==> src/rtl/instruction_fetch_stage.sv <==
// Instruction fetch stage: PC register with stall/redirect control, IF/ID
// pipeline register and saturating fetch/stall/flush performance counters.
module instruction_fetch_stage #(
    parameter logic [31:0] RESET_PC = 32'h0000_0000,
    parameter int unsigned CNT_W    = 32
) (
    input  logic             Clk,
    input  logic             Reset,
    input  logic             PCWrite,
    input  logic             IF_ID_Write,
    input  logic             BranchTaken,
    input  logic [31:0]      BranchTarget,
    input  logic             Jump,
    input  logic [31:0]      JumpTarget,
    input  logic [31:0]      IM_Data,
    output logic [31:0]      IM_Addr,
    output logic [31:0]      PC,
    output logic [31:0]      IF_ID_Instr,
    output logic [31:0]      IF_ID_PCPlus4,
    output logic [4:0]       IF_ID_Rs,
    output logic [4:0]       IF_ID_Rt,
    output logic             IF_ID_Valid,
    output logic [CNT_W-1:0] FetchCount,
    output logic [CNT_W-1:0] StallCount,
    output logic [CNT_W-1:0] FlushCount
);

    localparam logic [CNT_W-1:0] CNT_ONE = CNT_W'(1);

    logic [31:0]      pc_q, pc_d;
    logic [31:0]      if_id_instr_q, if_id_instr_d;
    logic [31:0]      if_id_pcplus4_q, if_id_pcplus4_d;
    logic             if_id_valid_q, if_id_valid_d;
    logic [CNT_W-1:0] fetch_cnt_q, fetch_cnt_d;
    logic [CNT_W-1:0] stall_cnt_q, stall_cnt_d;
    logic [CNT_W-1:0] flush_cnt_q, flush_cnt_d;

    logic [31:0]      pc_plus4;
    logic             redirect;

    always_comb begin
        pc_plus4 = pc_q + 32'd4;
        // A stalled PC cannot accept a redirect; ID must re-present it later.
        redirect = PCWrite & (Jump | BranchTaken);

        pc_d            = pc_q;
        if_id_instr_d   = if_id_instr_q;
        if_id_pcplus4_d = if_id_pcplus4_q;
        if_id_valid_d   = if_id_valid_q;
        fetch_cnt_d     = fetch_cnt_q;
        stall_cnt_d     = stall_cnt_q;
        flush_cnt_d     = flush_cnt_q;

        if (redirect && Jump) begin
            pc_d = {JumpTarget[31:2], 2'b00};
        end else if (redirect) begin
            pc_d = {BranchTarget[31:2], 2'b00};
        end else if (PCWrite) begin
            pc_d = pc_plus4;
        end

        if (redirect) begin
            if_id_instr_d   = '0;
            if_id_pcplus4_d = '0;
            if_id_valid_d   = 1'b0;
            if (flush_cnt_q != '1) flush_cnt_d = flush_cnt_q + CNT_ONE;
        end else if (IF_ID_Write) begin
            if_id_instr_d   = IM_Data;
            if_id_pcplus4_d = pc_plus4;
            if_id_valid_d   = 1'b1;
            if (fetch_cnt_q != '1) fetch_cnt_d = fetch_cnt_q + CNT_ONE;
        end

        if (!PCWrite && (stall_cnt_q != '1)) stall_cnt_d = stall_cnt_q + CNT_ONE;
    end

    always_ff @(posedge Clk or posedge Reset) begin
        if (Reset) begin
            pc_q            <= RESET_PC;
            if_id_instr_q   <= '0;
            if_id_pcplus4_q <= '0;
            if_id_valid_q   <= 1'b0;
            fetch_cnt_q     <= '0;
            stall_cnt_q     <= '0;
            flush_cnt_q     <= '0;
        end else begin
            pc_q            <= pc_d;
            if_id_instr_q   <= if_id_instr_d;
            if_id_pcplus4_q <= if_id_pcplus4_d;
            if_id_valid_q   <= if_id_valid_d;
            fetch_cnt_q     <= fetch_cnt_d;
            stall_cnt_q     <= stall_cnt_d;
            flush_cnt_q     <= flush_cnt_d;
        end
    end

    assign IM_Addr       = pc_q;
    assign PC            = pc_q;
    assign IF_ID_Instr   = if_id_instr_q;
    assign IF_ID_PCPlus4 = if_id_pcplus4_q;
    assign IF_ID_Rs      = if_id_instr_q[25:21];
    assign IF_ID_Rt      = if_id_instr_q[20:16];
    assign IF_ID_Valid   = if_id_valid_q;
    assign FetchCount    = fetch_cnt_q;
    assign StallCount    = stall_cnt_q;
    assign FlushCount    = flush_cnt_q;

endmodule

==> config.mk <==
export PLATFORM = sky130hd
export DESIGN_NAME = instruction_fetch_stage
export DESIGN_NICKNAME = d
export VERILOG_FILES = /design/src/rtl/instruction_fetch_stage.sv
export SDC_FILE = /design/constraint.sdc
export NUM_CORES = 1
export LEC_CHECK = 0
export CAP_MARGIN = 20
export CELL_PAD_IN_SITES_DETAIL_PLACEMENT = 1
export CELL_PAD_IN_SITES_GLOBAL_PLACEMENT = 1
export CORE_MARGIN = 8
export CORE_UTILIZATION = 37
export CTS_CLUSTER_DIAMETER = 120
export CTS_CLUSTER_SIZE = 24
export DETAILED_ROUTE_END_ITERATION = 10
export PLACE_DENSITY = 0.9
export SYNTH_ARGS = -nofsm -noshare
export SYNTH_HDL_FRONTEND = slang
export SYNTH_SLANG_ARGS = --single-unit
==> constraint.sdc <==
create_clock -name Clk -period 20.6 [get_ports Clk]
set_input_delay 4.12 -clock Clk [delete_from_list [all_inputs] [get_ports Clk]]
set_output_delay 4.12 -clock Clk [all_outputs]
set_load 0.02 [all_outputs]
* Yosys cells after proc, flatten, opt, wreduce, memory -nomap -nowiden
Index checks and enable logic that the tools add are counted.
** Word-level totals
- Register bits after elaboration :: 193
- Bits of input ports :: 102
- Output and inout bits :: 235
- Word-level logic and storage cells :: 33
** Cells by class
- Add/subtract/negate cells :: 4
- Equal/unequal tests :: 3
- Muxes and demuxes :: 9
- Bitwise gates (word level) :: 3
- Reduce and logical (&&, ||, !) cells :: 7
** Operator list (number)
- 2-to-1 mux 32 bit :: 7
- adder 32 x 1 -> 32 bit, second input constant :: 3
- inequality test 32 bit, second input constant :: 3
- adder 32 x 3 -> 32 bit, second input constant :: 1
- AND reduction 3 bit :: 1
- nonzero test 3 bit :: 1
- logical AND 1 bit :: 2
- 2-to-1 mux 1 bit :: 2
- AND reduction 2 bit :: 1
- nonzero test 2 bit :: 1
- AND 1 bit :: 1
- logical NOT 1 bit :: 1
- NOT 1 bit :: 1
- bitwise OR 1 bit :: 1

* Longest topological paths before layout
- Word-level depth :: 4
- Mapped depth :: 8

* Worst setup path before layout
Ideal clock, no wire load.
- Kind :: input to register
- From :: input PCWrite
- To :: register flush_cnt_q[18], in the netlist FlushCount[18]
- Library setup time :: 0.131 ns
- Arrival time :: 5.438 ns
- Data required time :: 20.469 ns
- Path slack :: 15.031 ns
- Cell stages on the path :: 8
- Path buffers :: 3
- Path through :: clkbuf_2 -> o21a_1 -> and2_1 -> clkbuf_1 -> and2_1 -> clkbuf_1 -> nand4_1 -> xnor2_1
** Between the ends
- Cells in the longest elaborated chain, start to end :: 2
** RTL lines
- start: declaration :: line 9 : input logic PCWrite,
- AND 1 bit :: line 44 : redirect = PCWrite & (Jump | BranchTaken);
- AND reduction 2 bit (no source line)
- end signal: assignment :: line 93 : flush_cnt_q <= flush_cnt_d;
- end: declaration :: line 36 : logic [CNT_W-1:0] flush_cnt_q, flush_cnt_d;
Every way passes these cells.
A chain may end at the register's enable or synchronous reset.

* Worst setup path in the final report
- From :: input Jump
- To :: register pc_q[20], in the netlist IM_Addr[20]
** Between the ends
- Cells in the longest elaborated chain, start to end :: 4
- Elaborated cells on any way between the ends :: 6
- Those cells by class :: mux: 2; bitwise: 2; reduce/logical: 2
** RTL lines
- start: declaration :: line 13 : input logic Jump,
- bitwise OR 1 bit :: line 44
- AND 1 bit :: line 44
- 2-to-1 mux 32 bit or logical AND 1 bit (tied branches) :: line 56, 54
- 2-to-1 mux 32 bit or nonzero test 3 bit (tied branches)
- end signal: assignment :: line 87 : pc_q <= pc_d;
- end: declaration :: line 30 : logic [31:0] pc_q, pc_d;
Several ways; a longest one is shown, not always the timed one.

==> results_tabular.tex <==
\begin{tabular}{lr}
\hline
Metric & Value \\
\hline
\multicolumn{2}{l}{\textbf{Routing}} \\
Wirelength per Cell & 22.40 um \\
Number of detailed-route iterations in the first pass & 5 \\
Final WL & 35770 um \\
DRT antenna net count & 0 \\
Starting DRC count in detailed routing & 572 \\
Detailed-route vias per instance & 5.460 \\
Vias after detailed routing & 8719 \\
Drc violations & 0 \\
\multicolumn{2}{l}{\textbf{STA}} \\
Actual slew at the worst max-slew pin & 1.033 ns \\
Final count of negative-setup-slack endpoints & 0 \\
Final max-slew violation count & 0 \\
Final cycle utilization of the critical path & 33.26\% \\
RSZ-0062 raised after global routing & false \\
Final worst clock skew & 0.01881 ns \\
Minimum hold slack & 0.4937 ns \\
Highest achievable clock rate & 146.0 MHz \\
Worst-case headroom to the max-slew limit & 30.25\% \\
Shortest period the worst path allows & 6.851 ns \\
Setup ws final & 13.75 ns \\
Final total negative setup slack & 0 ns \\
Hold Fails Final Rpt & 0 \\
\multicolumn{2}{l}{\textbf{Floorplanning}} \\
Area of the die & 32010 sq um \\
Area of the core & 26060 sq um \\
Die Y-Extent & 178.9 um \\
Number of placed I/O pins & 337 \\
Chip width & 178.9 um \\
Initial standard-cell utilization of the core & 37.68\% \\
Floorplan row count & 59 \\
\multicolumn{2}{l}{\textbf{Synthesis}} \\
Count of flip-flops with a built-in enable after synthesis & 0 \\
Avg Cell Area, Syn & 10.02 sq um \\
Synth Warn \# & 0 \\
Top FF cell, synth & sky130\_fd\_sc\_hd\_\_dfrtp\_1 \\
Share of the synthesized area in the top cell type & 48.42\% \\
Post-Syn Instances & 980 \\
Number of synthesized register bits & 190 \\
Number of library cell types mapped by synthesis & 65 \\
Ys async rst share & 100.0\% \\
Post-synth design cell area & 9819 sq um \\
Cell taking the most area after synthesis & sky130\_fd\_sc\_hd\_\_dfrtp\_1 \\
Cell types occupying the most area after synthesis & sky130\_fd\_sc\_hd\_\_dfrtp\_1 48\%, sky130\_fd\_sc\_hd\_\_xnor2\_1 7.2\%, sky130\_fd\_sc\_hd\_\_nor2\_1 3.7\%, sky130\_fd\_sc\_hd\_\_mux2i\_1 3.5\%, sky130\_fd\_sc\_hd\_\_buf\_4 3.4\% \\
Share of synthesized area occupied by flip-flops and latches & 48.42\% \\
\multicolumn{2}{l}{\textbf{Clock network}} \\
Max clock buf depth & 2 \\
Clk Tree Root Cell & sky130\_fd\_sc\_hd\_\_clkbuf\_16 \\
CTS Hold Bufs & 0 \\
Num CTS Buffers & 17 \\
Clock insertion delay at the later pin of the skew report & 0.43 ns \\
Sink count of the clock tree & 190 \\
Clock slew at the register clock pins of the worst setup and hold paths & 0.08 ns \\
Buffer count from post-CTS setup fixing & 0 \\
CTS tree & done \\
Resized cells post-CTS & 0 \\
H-Tree Level Count & 4 \\
\multicolumn{2}{l}{\textbf{Worst setup path}} \\
Worst endpoint required time & 20.89 ns \\
Start point of the critical path & Jump \\
Data arrival, critical path & 7.14 ns \\
Startpoint type of the worst setup path & primary input \\
Number of cell instances on the worst register-to-register path & 5 \\
Setup slack on the worst flop-to-flop path & 18.23 ns \\
Startpoint of the lowest-slack register-to-register path & IM\_Addr[2]\$\_DFFE\_PP0P\_ \\
Worst-path maximum fanout & 31 \\
Reg-to-reg endpoint & IM\_Addr[21]\$\_DFFE\_PP0P\_ \\
Crit Path Category & primary input to register \\
Worst setup endpoint & IM\_Addr[20]\$\_DFFE\_PP0P\_ \\
CP endpoint kind & register \\
\multicolumn{2}{l}{\textbf{Run status}} \\
Run status & completed \\
\multicolumn{2}{l}{\textbf{Power and ir drop}} \\
Portion of total power attributed to sequential cells & 42.5\% \\
Peak supply drop & 0.07306 mV \\
Net switching share of the total power & 34.61\% \\
Combinational share of power & 27.1\% \\
Power, Total & 1102 uW \\
Share of power burned in the clock network & 30.4\% \\
Switching power summed over all nets & 381.2 uW \\
PwrDens & 80.60 nW/um\^{}2 \\
Internal Pwr Total & 720.3 uW \\
Leakage power of the design & 0.005645 uW \\
\multicolumn{2}{l}{\textbf{Global routing}} \\
Aggregate global routing overflow & 0 \\
Overall track demand over capacity in global routing & 21.81\% \\
Number of global-route vias before repair & 9521 \\
Global-route wire length before repair & 54900 um \\
Number of antenna violations at the first check in global routing & 1 \\
Largest net degree at the start of global routing & 118 \\
\multicolumn{2}{l}{\textbf{Layout}} \\
Fill cell total of the finished layout & 2848 \\
Final core occ & 52.45\% \\
Commonest cells after routing, fill and taps aside & 326 x sky130\_fd\_sc\_hd\_\_clkdlybuf4s50\_1, 190 x sky130\_fd\_sc\_hd\_\_dfrtp\_1, 96 x sky130\_fd\_sc\_hd\_\_nor2\_1, 81 x sky130\_fd\_sc\_hd\_\_xnor2\_1, 57 x sky130\_fd\_sc\_hd\_\_nand2\_1 \\
Fraction of layout instances using a drive strength above 1 & 5.397\% \\
Post-layout nets & 1353 \\
Area growth from synthesis to layout & 39.18\% \\
Most common cell after layout, fill and taps aside & sky130\_fd\_sc\_hd\_\_clkdlybuf4s50\_1 \\
\multicolumn{2}{l}{\textbf{Worst hold path}} \\
Hold WC Path Type & register to register \\
\multicolumn{2}{l}{\textbf{Placement}} \\
Global placer's final weighted congestion & 0.8138 \\
Post-Place Worst Slack & 13.32 ns \\
Quantity of I/O buffers inserted on ports & 328 \\
HPWL Detailed & 26300 um \\
\multicolumn{2}{l}{\textbf{Run}} \\
Max\_cap viols & 0 \\
\hline
\end{tabular}
## per-layer routing
layer / up-vias / track usage (%) / part of all wire [%]
met4: 0 / 6.821 / 2.4
li1: 3997 / - / -
met2: 282 / 37.09 / 49
met5: - / 0 / 0
met1: 4391 / 26.20 / 40
met3: 49 / 6.318 / 8.0
## state kept, by name (all words and copies together), names as in the netlist
signal and count:
FetchCount 32, FlushCount 32, IF_ID_Instr 32, StallCount 32, IF_ID_PCPlus4 31, IM_Addr 30, IF_ID_Valid 1
## cells in the mapped netlist, types with 5 or more instances
cell	number
sky130_fd_sc_hd__a211oi_1	12
sky130_fd_sc_hd__a21o_1	7
sky130_fd_sc_hd__a21oi_1	36
sky130_fd_sc_hd__a22o_1	8
sky130_fd_sc_hd__a22oi_1	9
sky130_fd_sc_hd__a31oi_1	5
sky130_fd_sc_hd__and2_1	7
sky130_fd_sc_hd__and3_1	23
sky130_fd_sc_hd__and4_1	10
sky130_fd_sc_hd__buf_1	8
sky130_fd_sc_hd__buf_2	7
sky130_fd_sc_hd__buf_4	45
sky130_fd_sc_hd__clkbuf_1	30
sky130_fd_sc_hd__dfrtp_1	190
sky130_fd_sc_hd__inv_1	20
sky130_fd_sc_hd__mux2_2	8
sky130_fd_sc_hd__mux2i_1	34
sky130_fd_sc_hd__nand2_1	57
sky130_fd_sc_hd__nand3_1	54
sky130_fd_sc_hd__nand4_1	48
sky130_fd_sc_hd__nor2_1	96
sky130_fd_sc_hd__nor3_1	18
sky130_fd_sc_hd__nor4_1	8
sky130_fd_sc_hd__o21ai_0	36
sky130_fd_sc_hd__o22a_1	6
sky130_fd_sc_hd__o22ai_1	9
sky130_fd_sc_hd__o31ai_1	6
sky130_fd_sc_hd__or3_1	5
sky130_fd_sc_hd__xnor2_1	81
sky130_fd_sc_hd__xor2_1	38
## kinds of logic (layout without fill, tap and decap cells)
logic type      count (synthesis)  after routing  synth area share (%)
other cells                     1              6               0.03819
fa+ha+maj                       4              4                0.5097
simple gates                  347            347                 18.58
mux                            42             42                 4.383
xor+xnor                      119            119                 10.61
flops                         190            190                 48.42
buf+inv                       112            389                 6.103
compound gates                165            165                 11.35
## power by group through the flow
stage	Sequential [uW]	Combinational [uW]	Clock (uW)
final	468	299	335
after detailed placement	474	302	0
after global routing	476	319	359
after floorplan	507	118	0
after global placement	471	292	0
after CTS	468	303	343
## through the flow
| step | area (sq um) | cells |
|---|---|---|
| after floorplan | 9831 | 983 |
| after global placement | 13080 | 1563 |
| after detailed placement | 13080 | 1563 |
| after CTS | 13660 | 1595 |
| after global routing | 13660 | 1596 |
| final | 13670 | 1597 |
## worst min-delay path by stage
stage / from / endpoint / cells past startpoint
detailed placement: FlushCount[6]$_DFFE_PP0P_ / FlushCount[6]$_DFFE_PP0P_ / 1
floorplan: StallCount[15]$_DFFE_PP0P_ / StallCount[15]$_DFFE_PP0P_ / 1
global placement: IF_ID_Valid$_DFFE_PP0P_ / IF_ID_Valid$_DFFE_PP0P_ / 2
CTS: FlushCount[6]$_DFFE_PP0P_ / FlushCount[6]$_DFFE_PP0P_ / 1
finish: FlushCount[6]$_DFFE_PP0P_ / FlushCount[6]$_DFFE_PP0P_ / 1
global route: FlushCount[6]$_DFFE_PP0P_ / FlushCount[6]$_DFFE_PP0P_ / 1
## area by class of cell
cell class	instances	area, sq um	area share (%)
clock buffer	19	442.9	3.241
sequential	190	4755	34.79
timing repair buffer	336	3336	24.41
clock inverter	13	141.4	1.035
inverter	21	86.33	0.6317
antenna	2	5.005	0.03662
multi-input combinational	681	4482	32.79
tap	335	419.2	3.067
## worst max-delay path, cell delays in order
cell and delay (ns):
sky130_fd_sc_hd__clkdlybuf4s50_1 0.45, sky130_fd_sc_hd__buf_4 0.37, sky130_fd_sc_hd__clkinv_1 0.66, sky130_fd_sc_hd__nand2_1 0.95, sky130_fd_sc_hd__nor2_1 0.08, sky130_fd_sc_hd__a222oi_1 0.38, sky130_fd_sc_hd__o2bb2ai_1 0.10
No activity file was read; power rests on OpenSTA's default activity.
